--- config.mk ---
export PLATFORM = sky130hd
export DESIGN_NAME = dht11_uart_reporter
export DESIGN_NICKNAME = d
export VERILOG_FILES = /design/src/rtl/dht11_uart_reporter_pkg.sv /design/src/rtl/dht11_uart_reporter_bin2bcd8.sv /design/src/rtl/dht11_uart_reporter.sv
export SDC_FILE = /design/constraint.sdc
export NUM_CORES = 1
export LEC_CHECK = 0
export CORE_UTILIZATION = 40
export DETAILED_ROUTE_END_ITERATION = 10
export PLACE_DENSITY = 0.56
export SLEW_MARGIN = 15
export SYNTH_ARGS = -nofsm -noshare
export SYNTH_HDL_FRONTEND = slang
export SYNTH_SLANG_ARGS = --single-unit
--- constraint.sdc ---
create_clock -name clk -period 3.6 [get_ports clk]
set_input_delay 0.54 -clock clk [delete_from_list [all_inputs] [get_ports clk]]
set_output_delay 0.54 -clock clk [all_outputs]
set_load 0.05 [all_outputs]
--- src/rtl/dht11_uart_reporter_pkg.sv ---
// Shared constants for the DHT11 UART reporter: frame template
// characters, frame length, FSM state encoding and byte lookup.
package dht11_uart_reporter_pkg;

  localparam int unsigned FRAME_LEN = 13;
  localparam logic [3:0]  LAST_IDX  = 4'(FRAME_LEN - 1);

  localparam logic [7:0] CH_H    = 8'h48;
  localparam logic [7:0] CH_EQ   = 8'h3D;
  localparam logic [7:0] CH_SP   = 8'h20;
  localparam logic [7:0] CH_T    = 8'h54;
  localparam logic [7:0] CH_CR   = 8'h0D;
  localparam logic [7:0] CH_LF   = 8'h0A;
  localparam logic [7:0] CH_DASH = 8'h2D;
  localparam logic [7:0] CH_ZERO = 8'h30;

  typedef enum logic [2:0] {
    S_IDLE,
    S_CONVERT,
    S_LOAD,
    S_START,
    S_WAIT_DONE,
    S_NEXT
  } state_e;

  function automatic logic [7:0] digit_char(
    input logic [3:0] d,
    input logic       valid
  );
    return valid ? (CH_ZERO | {4'h0, d}) : CH_DASH;
  endfunction

  // Byte idx of "H=hhh T=ttt\r\n"; hum/temp are 3 BCD digits.
  function automatic logic [7:0] frame_byte(
    input logic [3:0]  idx,
    input logic [11:0] hum,
    input logic [11:0] temp,
    input logic        valid
  );
    logic [7:0] b;
    case (idx)
      4'd0:    b = CH_H;
      4'd1:    b = CH_EQ;
      4'd2:    b = digit_char(hum[11:8], valid);
      4'd3:    b = digit_char(hum[7:4], valid);
      4'd4:    b = digit_char(hum[3:0], valid);
      4'd5:    b = CH_SP;
      4'd6:    b = CH_T;
      4'd7:    b = CH_EQ;
      4'd8:    b = digit_char(temp[11:8], valid);
      4'd9:    b = digit_char(temp[7:4], valid);
      4'd10:   b = digit_char(temp[3:0], valid);
      4'd11:   b = CH_CR;
      4'd12:   b = CH_LF;
      default: b = 8'h00;
    endcase
    return b;
  endfunction

endpackage

--- src/rtl/dht11_uart_reporter_bin2bcd8.sv ---
// 8-bit binary to 3-digit BCD, sequential shift-add-3 over 8 cycles.
// Ports: clk_i, rst_i, start_i (loads bin_i), done_o, bcd_o.
module bin2bcd8 (
  input  logic        clk_i,
  input  logic        rst_i,
  input  logic        start_i,
  input  logic [7:0]  bin_i,
  output logic        done_o,
  output logic [11:0] bcd_o
);

  logic [19:0] sr_q, sr_d;
  logic [19:0] adj;
  logic [3:0]  cnt_q, cnt_d;

  always_comb begin
    adj = sr_q;
    for (int n = 0; n < 3; n++) begin
      if (adj[8+4*n +: 4] > 4'd4)
        adj[8+4*n +: 4] = adj[8+4*n +: 4] + 4'd3;
    end
    sr_d  = sr_q;
    cnt_d = cnt_q;
    if (start_i) begin
      sr_d  = {12'd0, bin_i};
      cnt_d = 4'd8;
    end else if (cnt_q != 4'd0) begin
      sr_d  = {adj[18:0], 1'b0};
      cnt_d = cnt_q - 4'd1;
    end
  end

  always_ff @(posedge clk_i or posedge rst_i) begin
    if (rst_i) begin
      sr_q  <= '0;
      cnt_q <= '0;
    end else begin
      sr_q  <= sr_d;
      cnt_q <= cnt_d;
    end
  end

  // High in the cycle whose closing edge performs the final step.
  assign done_o = (cnt_q == 4'd1);
  assign bcd_o  = sr_q[19:8];

endmodule

--- src/rtl/dht11_uart_reporter.sv ---
// Formats humidity/temperature as "H=hhh T=ttt\r\n" and streams it
// byte by byte to a UART (tx_start/tx_data/tx_done/tx_busy).
module dht11_uart_reporter
  import dht11_uart_reporter_pkg::*;
#(
  parameter int unsigned PERIOD_CYCLES = 1000000,
  parameter bit          AUTO_EN       = 1'b1
) (
  input  logic       clk,
  input  logic       rst,
  input  logic       report_req,
  input  logic [7:0] hum_int,
  input  logic [7:0] temp_int,
  input  logic       data_valid,
  output logic       tx_start,
  output logic [7:0] tx_data,
  input  logic       tx_done,
  input  logic       tx_busy,
  output logic       busy,
  output logic       frame_done
);

  localparam int unsigned TW =
    (PERIOD_CYCLES > 1) ? $clog2(PERIOD_CYCLES) : 1;
  localparam logic [TW-1:0] T_LAST = TW'(PERIOD_CYCLES - 1);

  state_e      state_q, state_d;
  logic [3:0]  idx_q, idx_d;
  logic        pend_q, pend_d;
  logic        valid_q, valid_d;
  logic [7:0]  data_q, data_d;
  logic [TW-1:0] tmr_q, tmr_d;

  logic        expire, trig;
  logic        conv_start, hum_done, temp_done;
  logic [11:0] hum_bcd, temp_bcd;

  assign expire = (tmr_q == T_LAST);
  assign tmr_d  = expire ? '0 : tmr_q + TW'(1);
  assign trig   = report_req | (AUTO_EN & expire);

  bin2bcd8 u_hum (
    .clk_i   (clk),
    .rst_i   (rst),
    .start_i (conv_start),
    .bin_i   (hum_int),
    .done_o  (hum_done),
    .bcd_o   (hum_bcd)
  );

  bin2bcd8 u_temp (
    .clk_i   (clk),
    .rst_i   (rst),
    .start_i (conv_start),
    .bin_i   (temp_int),
    .done_o  (temp_done),
    .bcd_o   (temp_bcd)
  );

  always_comb begin
    state_d    = state_q;
    idx_d      = idx_q;
    pend_d     = pend_q;
    valid_d    = valid_q;
    data_d     = data_q;
    conv_start = 1'b0;
    tx_start   = 1'b0;
    frame_done = 1'b0;
    busy       = (state_q != S_IDLE);
    unique case (state_q)
      S_IDLE: begin
        if (trig || pend_q) begin
          state_d    = S_CONVERT;
          conv_start = 1'b1;
          valid_d    = data_valid;
          pend_d     = 1'b0;
          idx_d      = 4'd0;
        end
      end
      S_CONVERT: begin
        if (hum_done && temp_done)
          state_d = S_LOAD;
      end
      S_LOAD: begin
        data_d  = frame_byte(idx_q, hum_bcd, temp_bcd, valid_q);
        state_d = S_START;
      end
      S_START: begin
        if (!tx_busy) begin
          tx_start = 1'b1;
          state_d  = S_WAIT_DONE;
        end
      end
      S_WAIT_DONE: begin
        if (tx_done)
          state_d = S_NEXT;
      end
      S_NEXT: begin
        if (idx_q == LAST_IDX) begin
          frame_done = 1'b1;
          state_d    = S_IDLE;
        end else begin
          idx_d   = idx_q + 4'd1;
          data_d  = frame_byte(idx_q + 4'd1, hum_bcd,
                               temp_bcd, valid_q);
          state_d = S_START;
        end
      end
      default: state_d = S_IDLE;
    endcase
    // Includes the frame_done cycle, so that trigger is not lost.
    if (busy && trig)
      pend_d = 1'b1;
  end

  always_ff @(posedge clk or posedge rst) begin
    if (rst) begin
      state_q <= S_IDLE;
      idx_q   <= '0;
      pend_q  <= 1'b0;
      valid_q <= 1'b0;
      data_q  <= '0;
      tmr_q   <= '0;
    end else begin
      state_q <= state_d;
      idx_q   <= idx_d;
      pend_q  <= pend_d;
      valid_q <= valid_d;
      data_q  <= data_d;
      tmr_q   <= tmr_d;
    end
  end

  assign tx_data = data_q;

endmodule

Word level (Yosys, flattened, before mapping) --
Cells that the tools add are included.
Cells by class: add/subtract/negate cells 10, magnitude comparators 6, eq/ne operators 37, mux-type cells 43, bitwise gates (word level) 1, reduce and logical (&&, ||, !) cells 22
Operators with widths (number):
- case mux 7 bit (12 select lines) | 2
- 2-to-1 mux 20 bit | 5
- equality test 4 bit, second input constant | 10
- 2-to-1 mux 4 bit | 10
- equality test 4 x 3 -> 1 bit, second input constant | 8
- 2-to-1 mux 5 bit | 6
- > comparator 4 x 3 -> 1 bit, second input constant | 6
- adder 20 x 1 -> 20 bit, second input constant | 1
- equality test 20 bit, second input constant | 1
- 2-to-1 mux 3 bit | 6
- case mux 3 bit (6 select lines) | 1
- adder 4 x 2 -> 4 bit, second input constant | 4
- equality test 4 x 1 -> 1 bit, second input constant | 4
- equality test 4 x 2 -> 1 bit, second input constant | 4
- case mux 8 bit (2 select lines) | 1
- nonzero test 2 bit | 6
- inequality test 2 bit, second input constant | 5
- 2-to-1 mux 1 bit | 9
- logical NOT 4 bit | 2
- 2-to-1 mux 8 bit | 1
- case mux 4 bit (2 select lines) | 1
- nonzero test 4 bit | 2
- subtractor 4 x 1 -> 4 bit, second input constant | 2
- adder 3 x 2 -> 3 bit, second input constant | 2
- other kinds (14) | 20
Storage, ports and cells: register bits after elaboration 85, input port bits 22, logic and storage cells 129

Depth between registers and ports, before layout --
Gate-level depths: netlist (run 1).
depth after elaboration 6, depth in mapped cells 10

Cells and area by module --
A second synthesis (run 1) with hierarchy kept.
Unflattened totals: cell total of the unflattened synthesis 664, area, all modules 5634.2 um^2
Modules (own cells, without submodules):
- dht11_uart_reporter | times used 1, cells an instance 394, area each 3089.2 um^2
- bin2bcd8 | times used 2, cells an instance 135, area each 1272.5 um^2

Worst setup path before layout (run 1) --
OpenSTA, ideal clock, no wires.
kind input port to output port, start point in tx_busy, end point out tx_start, arrival 1.924 ns, data required time 3.060 ns, slack 1.136 ns, cell stages on the path 2, path buffers 0, cell sequence nand2b_1 -> nor3b_1
Between the ends: cells in the longest elaborated chain, start to end 2
Ends and longest elaborated chain:
- start, declared | RTL line dht11_uart_reporter.sv:18 | input logic tx_busy,
- 2-to-1 mux 1 bit | RTL line dht11_uart_reporter.sv:89 | if (!tx_busy) begin
- 2-to-1 mux 1 bit | RTL line dht11_uart_reporter.sv:70 | unique case (state_q)
- end, declared | RTL line dht11_uart_reporter.sv:15 | output logic tx_start,
Every way passes these cells.

Worst setup path in the final report (run 1) --
start point reg idx_q[0], end point out frame_done
Between the ends: cells in the longest elaborated chain, start to end 3
Ends and longest elaborated chain:
- start, declared | RTL line dht11_uart_reporter.sv:28 | logic [3:0] idx_q, idx_d;
- start signal, assigned | RTL line dht11_uart_reporter.sv:126 | idx_q <= idx_d;
- equality test 4 bit | RTL line dht11_uart_reporter.sv:99 | if (idx_q == LAST_IDX) begin
- 2-to-1 mux 1 bit | RTL line dht11_uart_reporter.sv:99
- 2-to-1 mux 1 bit | RTL line dht11_uart_reporter.sv:70
- end, declared | RTL line dht11_uart_reporter.sv:20 | output logic frame_done
Every way passes these cells.

==> results of run 1 <==
==> worst max-delay path, delay by kind of cell (launching register included) <==
family,cells,cell delay [ns]
simple gates,2,0.26
fa+ha+maj,1,0.20
buf+inv,2,1.00
flops,1,0.50
==> layer usage <==
layer	track usage (%)	vias to the layer above	part of all wire (%)
met1	26.97	2246	47
met4	10.98	0	3.2
li1	-	2287	-
met2	31.65	131	45
met3	2.810	29	4.8
met5	0	-	0
==> layout make-up <==
| class | instances | area share [%] |
|---|---|---|
| Multi-Input combinational cell | 481 | 48.28 |
| Sequential cell | 84 | 34.84 |
| Inverter | 32 | 2.012 |
| Timing Repair Buffer | 40 | 6.263 |
| Clock inverter | 3 | 0.7258 |
| Clock buffer | 13 | 4.314 |
| Tap cell | 172 | 3.567 |
==> cell usage after synthesis (all sizes together), types with 4 or more instances <==
library cell	n	area share (%)
a211oi	15	2.1
a21oi	47	4.7
a221oi	4	0.65
a22oi	7	0.98
a31oi	18	2.1
and2	6	0.75
and3	9	1.1
buf	26	3.2
clkbuf	16	1.1
dfrtp	84	39
ha	18	4.2
inv	31	2.2
mux2i	4	0.75
nand2	89	6.2
nand2b	10	1.2
nand3	19	1.8
nand4	6	0.70
nor2	60	4.2
nor2b	6	0.70
nor3	19	1.9
nor3b	4	0.75
nor4	4	0.47
o21ai	43	4.2
o22ai	6	0.70
or3	4	0.47
xnor2	18	2.9
xor2	11	1.9
==> cell families (layout without fill, tap and decap cells) <==
kind of cell | after synthesis | after routing | synth area share, %
buf+inv | 74 | 88 | 6.584
simple gates | 250 | 250 | 22.37
mux | 6 | 6 | 1.167
compound gates | 177 | 177 | 21.50
flops | 84 | 84 | 39.22
fa+ha+maj | 18 | 18 | 4.203
other cells | 1 | 1 | 0.06998
xor+xnor | 29 | 29 | 4.880
==> how the worst min path moves through the flow <==
stage,cells past startpoint,slack [ns],endpoint,start
after floorplan,1,0.44,tmr_q[4],tmr_q[4]
after global placement,1,0.46,tmr_q[4],tmr_q[4]
after global routing,1,0.50,tmr_q[4],tmr_q[4]
after CTS,1,0.47,tmr_q[4],tmr_q[4]
after detailed placement,1,0.46,tmr_q[4],tmr_q[4]
final,1,0.46,tmr_q[4],tmr_q[4]
==> registers in the layout, indices dropped and copies added, names as in the netlist <==
name          cells
tx_data           7
u_temp.cnt_q      4
valid_q           1
u_hum.sr_q       20
pend_q            1
state_q           3
u_hum.cnt_q       4
idx_q             4
u_temp.sr_q      20
tmr_q            20
==> power breakdown <==
part	total, uW	internal (uW)	switching (uW)
registers	1590	1250	341
clock network	968	578	390
logic	2030	798	1230
==> cells in the final DEF (no fill, tap or decap), types with 4 or more instances in the layout <==
| cell type | synthesis | routed |
|---|---|---|
| xor2_1 | 10 | 10 |
| a211oi_1 | 15 | 15 |
| nand2b_1 | 10 | 10 |
| and3_1 | 9 | 9 |
| xnor2_1 | 18 | 18 |
| a21oi_1 | 45 | 45 |
| dfrtp_1 | 84 | 84 |
| a22oi_1 | 7 | 7 |
| clkdlybuf4s50_1 | 0 | 31 |
| ha_1 | 18 | 18 |
| or3_1 | 4 | 4 |
| nor2_1 | 59 | 59 |
| nor2b_1 | 6 | 6 |
| nand3_1 | 19 | 19 |
| nor4_1 | 4 | 4 |
| o22ai_1 | 6 | 6 |
| nand2_1 | 89 | 89 |
| and2_1 | 5 | 5 |
| mux2i_1 | 4 | 4 |
| o21ai_1 | 9 | 9 |
| clkbuf_16 | 0 | 9 |
| buf_4 | 7 | 9 |
| inv_1 | 30 | 29 |
| a221oi_1 | 4 | 4 |
| nand4_1 | 6 | 6 |
| a31oi_1 | 18 | 18 |
| nor3_1 | 18 | 18 |
| o21ai_0 | 32 | 32 |
==> metrics by stage <==
step / setup WS, ns / std cells / area [um^2]
after floorplan: 0.8949 / 639 / 5359
after global placement: 0.8481 / 809 / 5729
after detailed placement: 0.8036 / 809 / 5729
after CTS: 0.7231 / 825 / 6033
after global routing: 0.5906 / 825 / 6033
final: 0.7299 / 825 / 6033
==> reports/results.ini, run 1 <==
[synthesis]
syn_area_um2=5359
synth_seq_cells=84
async_reset_ff_share_pct=100.0
syn_area_per_cell_um2=8.386
synth_cells=639
ys.flop_type=dfrtp_1
synth_seq_area_share_pct=39.22
synth_edf_count=0
synth.distinct_cells=74
ys.warnings.count=0
syn-num-nets=679

[cells_and_area]
layout.nets=688
syn_to_final_growth_pct=12.58
multi_input_area_um2=2913
diodes=0
finish.utilization_pct=47.04
regArea_um2=2102
drive_above_1_share_pct=5.972
n_fill_cell=1286

[worst_setup_path]
crit_end=frame_done
r2r_slack_ns=0.94
cpPeakStageDelay_ns=0.82
r2r_cells=7
crit_arrival_ns=2.33
r2r-end=tx_data[1]
required_ns=3.06
startpoint=idx_q[0]
rr_startpoint=idx_q[1]
cp-end-kind=output port
cp_max_fo=12
slowest_stage=clkdlybuf4s50_1
worstSetupStartpointType=register
path_cells=inv_1 > ha_1 > nand3_1 > nor2_1 > clkdlybuf4s50_1
path_class=reg2out

[sta]
hold_slack_ns=0.4638
setup-violations-final=0
rsz0062_at_grt=no
finalCritPeriodShare_pct=79.73
tightest_slew_ns=0.9977
slew_violations=0
skew_ns=0.005552
post-route-min-period_ns=2.870
clock.fmax_mhz=348.4
finalSetupTns_ns=0
relSlewSlack_pct=33.49
finalHoldViolCount=0

[route]
dr.pass1.iters=5
first_iter_violations=358
num_vias=4693
drt-total-wl_um=13180
drcViolationCount=0
postRouteAntennaNets=0
wl_per_cell_um=15.98
via_per_inst=5.688

[floorplan]
core_um2=12820
start_util_pct=41.79
die_y_um=117.7
die_x_um=117.7
row_count=41
pin_count=33
dieArea_um2=13860

[clock_tree]
clk_path_buf_depth=2
insertion_delay_ns=0.35
postCtsSetupRepairBufs=0
clock_sinks=84
post_cts_resized=0
htree_levels=3
cts-root-buf=clkbuf_16
cts_tree=built
numCtsBuffers=9
cts_hold_repair.buffers=0
clk_pin_slew_ns=0.06

[global_route]
grt_pass1_vias=4532
grt_max_degree=47
overflow=0
grtUsageTotal_pct=20.23
grt_pass1_wl_um=22570
antenna_found_initial=0

[power_and_ir_drop]
total_power_uw=4593
leakage_uw=0.002512
max-vdd-ir-drop_mv=0.3262
power_density_nw_per_um2=761.2

[place]
port_buffers=31
gp_congestion=0.8724
hpwlAfterDp_um=8972

[status]
status=completed

[run]
max_cap_violations=0

[worst_hold_path]
min_path_type=reg2reg

No activity file was read; power rests on OpenSTA's default activity.
==> run 2: changes to the inputs <==
clock period = 2.67 ns   (was 3.6 ns; I/O delays follow)
==> run 2 against run 1 <==
Against the previous run: global-route usage is 0.10 points higher; first-iteration DRC count is 2.5% lower; worst hold slack worse by 0.039 ns; count of clock-buffer cells in the layout is 2 lower; die area stayed put; design area is 3.4% higher; final cell count is 1.9% higher; clock power is 43% higher; register-to-register slack worse by 0.75 ns.
==> reports/results.ini, run 2 (synthesis results as in run 1) <==
[route]
top_layer_used=met4  ; unchanged
num_vias=4745  ; was 4693
drcViolationCount=0  ; unchanged
wl_per_cell_um=15.86  ; was 15.98 um
drt-total-wl_um=13340  ; was 13180 um
via_per_inst=5.642  ; was 5.688
postRouteAntennaNets=0  ; unchanged
m1WireLength_um=6248  ; was 6187 um
dr_wl_met3_um=635  ; was 628 um
wl_met2_um=5962  ; was 5942 um
dr.pass1.iters=5  ; unchanged
first_iter_violations=349  ; was 358

[clock_tree]
insertion_delay_ns=0.35  ; about the same
cts_tree=built  ; unchanged
clk_path_buf_depth=2  ; unchanged
clock_sinks=84  ; unchanged
clk_pin_slew_ns=0.07  ; was 0.06 ns
htree_levels=3  ; unchanged
cts-root-buf=clkbuf_16  ; unchanged
numCtsBuffers=9  ; unchanged

[sta]
finalCritPeriodShare_pct=93.34
slew_violations=0  ; unchanged
rsz0062_at_grt=no  ; unchanged
finalHoldViolCount=0  ; unchanged
relSlewSlack_pct=55.52  ; was 33.49%
skew_ns=0.008818  ; was 0.005552 ns
post-route-min-period_ns=2.492
setup-violations-final=0  ; unchanged
finalSetupTns_ns=0  ; unchanged
tightest_slew_ns=0.6656  ; was 0.9977 ns
clock.fmax_mhz=401.3

[worst_setup_path]
crit_arrival_ns=2.09  ; was 2.33 ns
r2r-end=tx_data[3]  ; was tx_data[1]
r2r_slack_ns=0.19  ; was 0.94 ns
cpPeakStageDelay_ns=0.50  ; was 0.82 ns
startpoint=idx_q[0]  ; unchanged
r2r_cells=7  ; unchanged
rr_startpoint=idx_q[0]  ; was idx_q[1]
slowest_stage=dfrtp_1  ; was clkdlybuf4s50_1
cp_max_fo=12  ; unchanged
cp-end-kind=output port  ; unchanged
worstSetupStartpointType=register  ; unchanged
path_cells=inv_1 > ha_2 > nand3_1 > nor2_2 > buf_12  ; was inv_1 > ha_1 > nand3_1 > nor2_1 > clkdlybuf4s50_1
path_class=reg2out  ; unchanged
required_ns=2.27  ; was 3.06 ns

[floorplan]
row_count=41  ; unchanged
start_util_pct=41.79  ; unchanged
core_um2=12820  ; unchanged
die_x_um=117.7  ; unchanged
die_y_um=117.7  ; unchanged
pin_count=33  ; unchanged
dieArea_um2=13860  ; unchanged

[place]
port_buffers=31  ; unchanged
dp_cells=825  ; was 809
gp_congestion=1.024  ; was 0.8724
hpwlAfterDp_um=9569  ; was 8972 um

[cells_and_area]
layout_common_cells=nand2_1 (89), dfrtp_1 (84), nor2_1 (58)  ; was nand2_1 (89), dfrtp_1 (84), nor2_1 (59)
drive_above_1_share_pct=8.969  ; was 5.972%
syn_to_final_growth_pct=16.41  ; was 12.58%
diodes=0  ; unchanged
layoutNonFillerInstCount=841  ; was 825
regArea_um2=2102  ; unchanged
layout_commonest_cell=nand2_1  ; unchanged
multi_input_area_um2=2918  ; was 2913 um^2
largestRegisters=tmr_q (20), u_hum.sr_q (20), u_temp.sr_q (20)  ; unchanged
layout.nets=704  ; was 688
n_fill_cell=1289  ; was 1286

[run]
max_cap_violations=0  ; unchanged

[worst_hold_path]
min_path_type=in2async  ; was reg2reg

[global_route]
grt_max_degree=39  ; was 47
overflow=0  ; unchanged
grt_pass1_wl_um=22640  ; was 22570 um
grt_pass1_vias=4589  ; was 4532
antenna_found_initial=0  ; unchanged
grtUsageTotal_pct=20.33  ; was 20.23%

[power_and_ir_drop]
leakage_uw=0.002616  ; was 0.002512 uW
max-vdd-ir-drop_mv=0.3770  ; was 0.3262 mV
power_density_nw_per_um2=1023  ; was 761.2 nW/um^2

[status]
status=completed  ; unchanged

run 2: changes by cell type in the layout (fill, tap and decap cells not counted), moves of 2 or more:
cell,delta
clkdlybuf4s50_1,-2
clkinvlp_4,+2
buf_12,+5
buf_4,+13
run 2: per-stage QoR:
stage | hold slack [ns] | utilization [%] | cell area [um^2] | power (uW) | setup WS (ns)
4_1_cts | 0.4348 | 48.62 | 6236 | 6431 | 0.1112
5_1_grt | 0.4689 | 48.64 | 6238 | 6906 | 0.004970
3_3_place_gp | 0.4637 | 46.06 | 5907 | 4952 | 0.3624
6_report | 0.4247 | 48.64 | 6238 | 6382 | 0.1779
3_5_place_dp | 0.4696 | 46.06 | 5907 | 5019 | 0.2469
2_1_floorplan | 0.4387 | - | 5359 | 4222 | 0.1044
run 2: worst max path at each step:
stage | end | depth (start not counted)
2_1_floorplan | idx_q[0] | 1
3_3_place_gp | tx_data[4] | 9
3_5_place_dp | tx_data[3] | 7
4_1_cts | frame_done | 5
5_1_grt | tx_data[3] | 7
6_report | frame_done | 5
run 2: cell type report:
cell class	count	share of cell area, %
Clock buffer	11	3.891
Clock inverter	5	1.344
Inverter	32	1.945
Multi-Input combinational cell	481	46.77
Sequential cell	84	33.69
Tap cell	172	3.450
Timing Repair Buffer	56	8.905
run 2: routing by layer:
metal / track usage [%] / vias up
li1: - / 2320
met1: 26.33 / 2238
met2: 31.40 / 147
met3: 4.264 / 40
met4: 11.62 / 0
met5: 0 / -
run 2: critical path, delay by kind of cell, from the launching register on:
| kind | cells | cell delay [ns] |
|---|---|---|
| AND/OR/NAND/NOR | 2 | 0.54 |
| buffers and inverters | 2 | 0.35 |
| flip-flops | 1 | 0.50 |
| adder cells (fa/ha/maj) | 1 | 0.35 |
run 2: power breakdown:
group	switching [uW]	total [uW]	leakage, uW	internal [uW]
sequential	459	2150	0.00107	1690
combinational	1690	2860	0.00139	1170
clock	528	1380	0.000152	848
total	2680	6380	0.00262	3710
run 2: repair_timing:
item / in CTS / in global routing
buffers inserted: 0 / 0
endpoints found under the setup margin: 1 / 1
hold buffers: 0 / 0
resized for setup: 1 / 1
endpoints found under the hold margin: 0 / 0
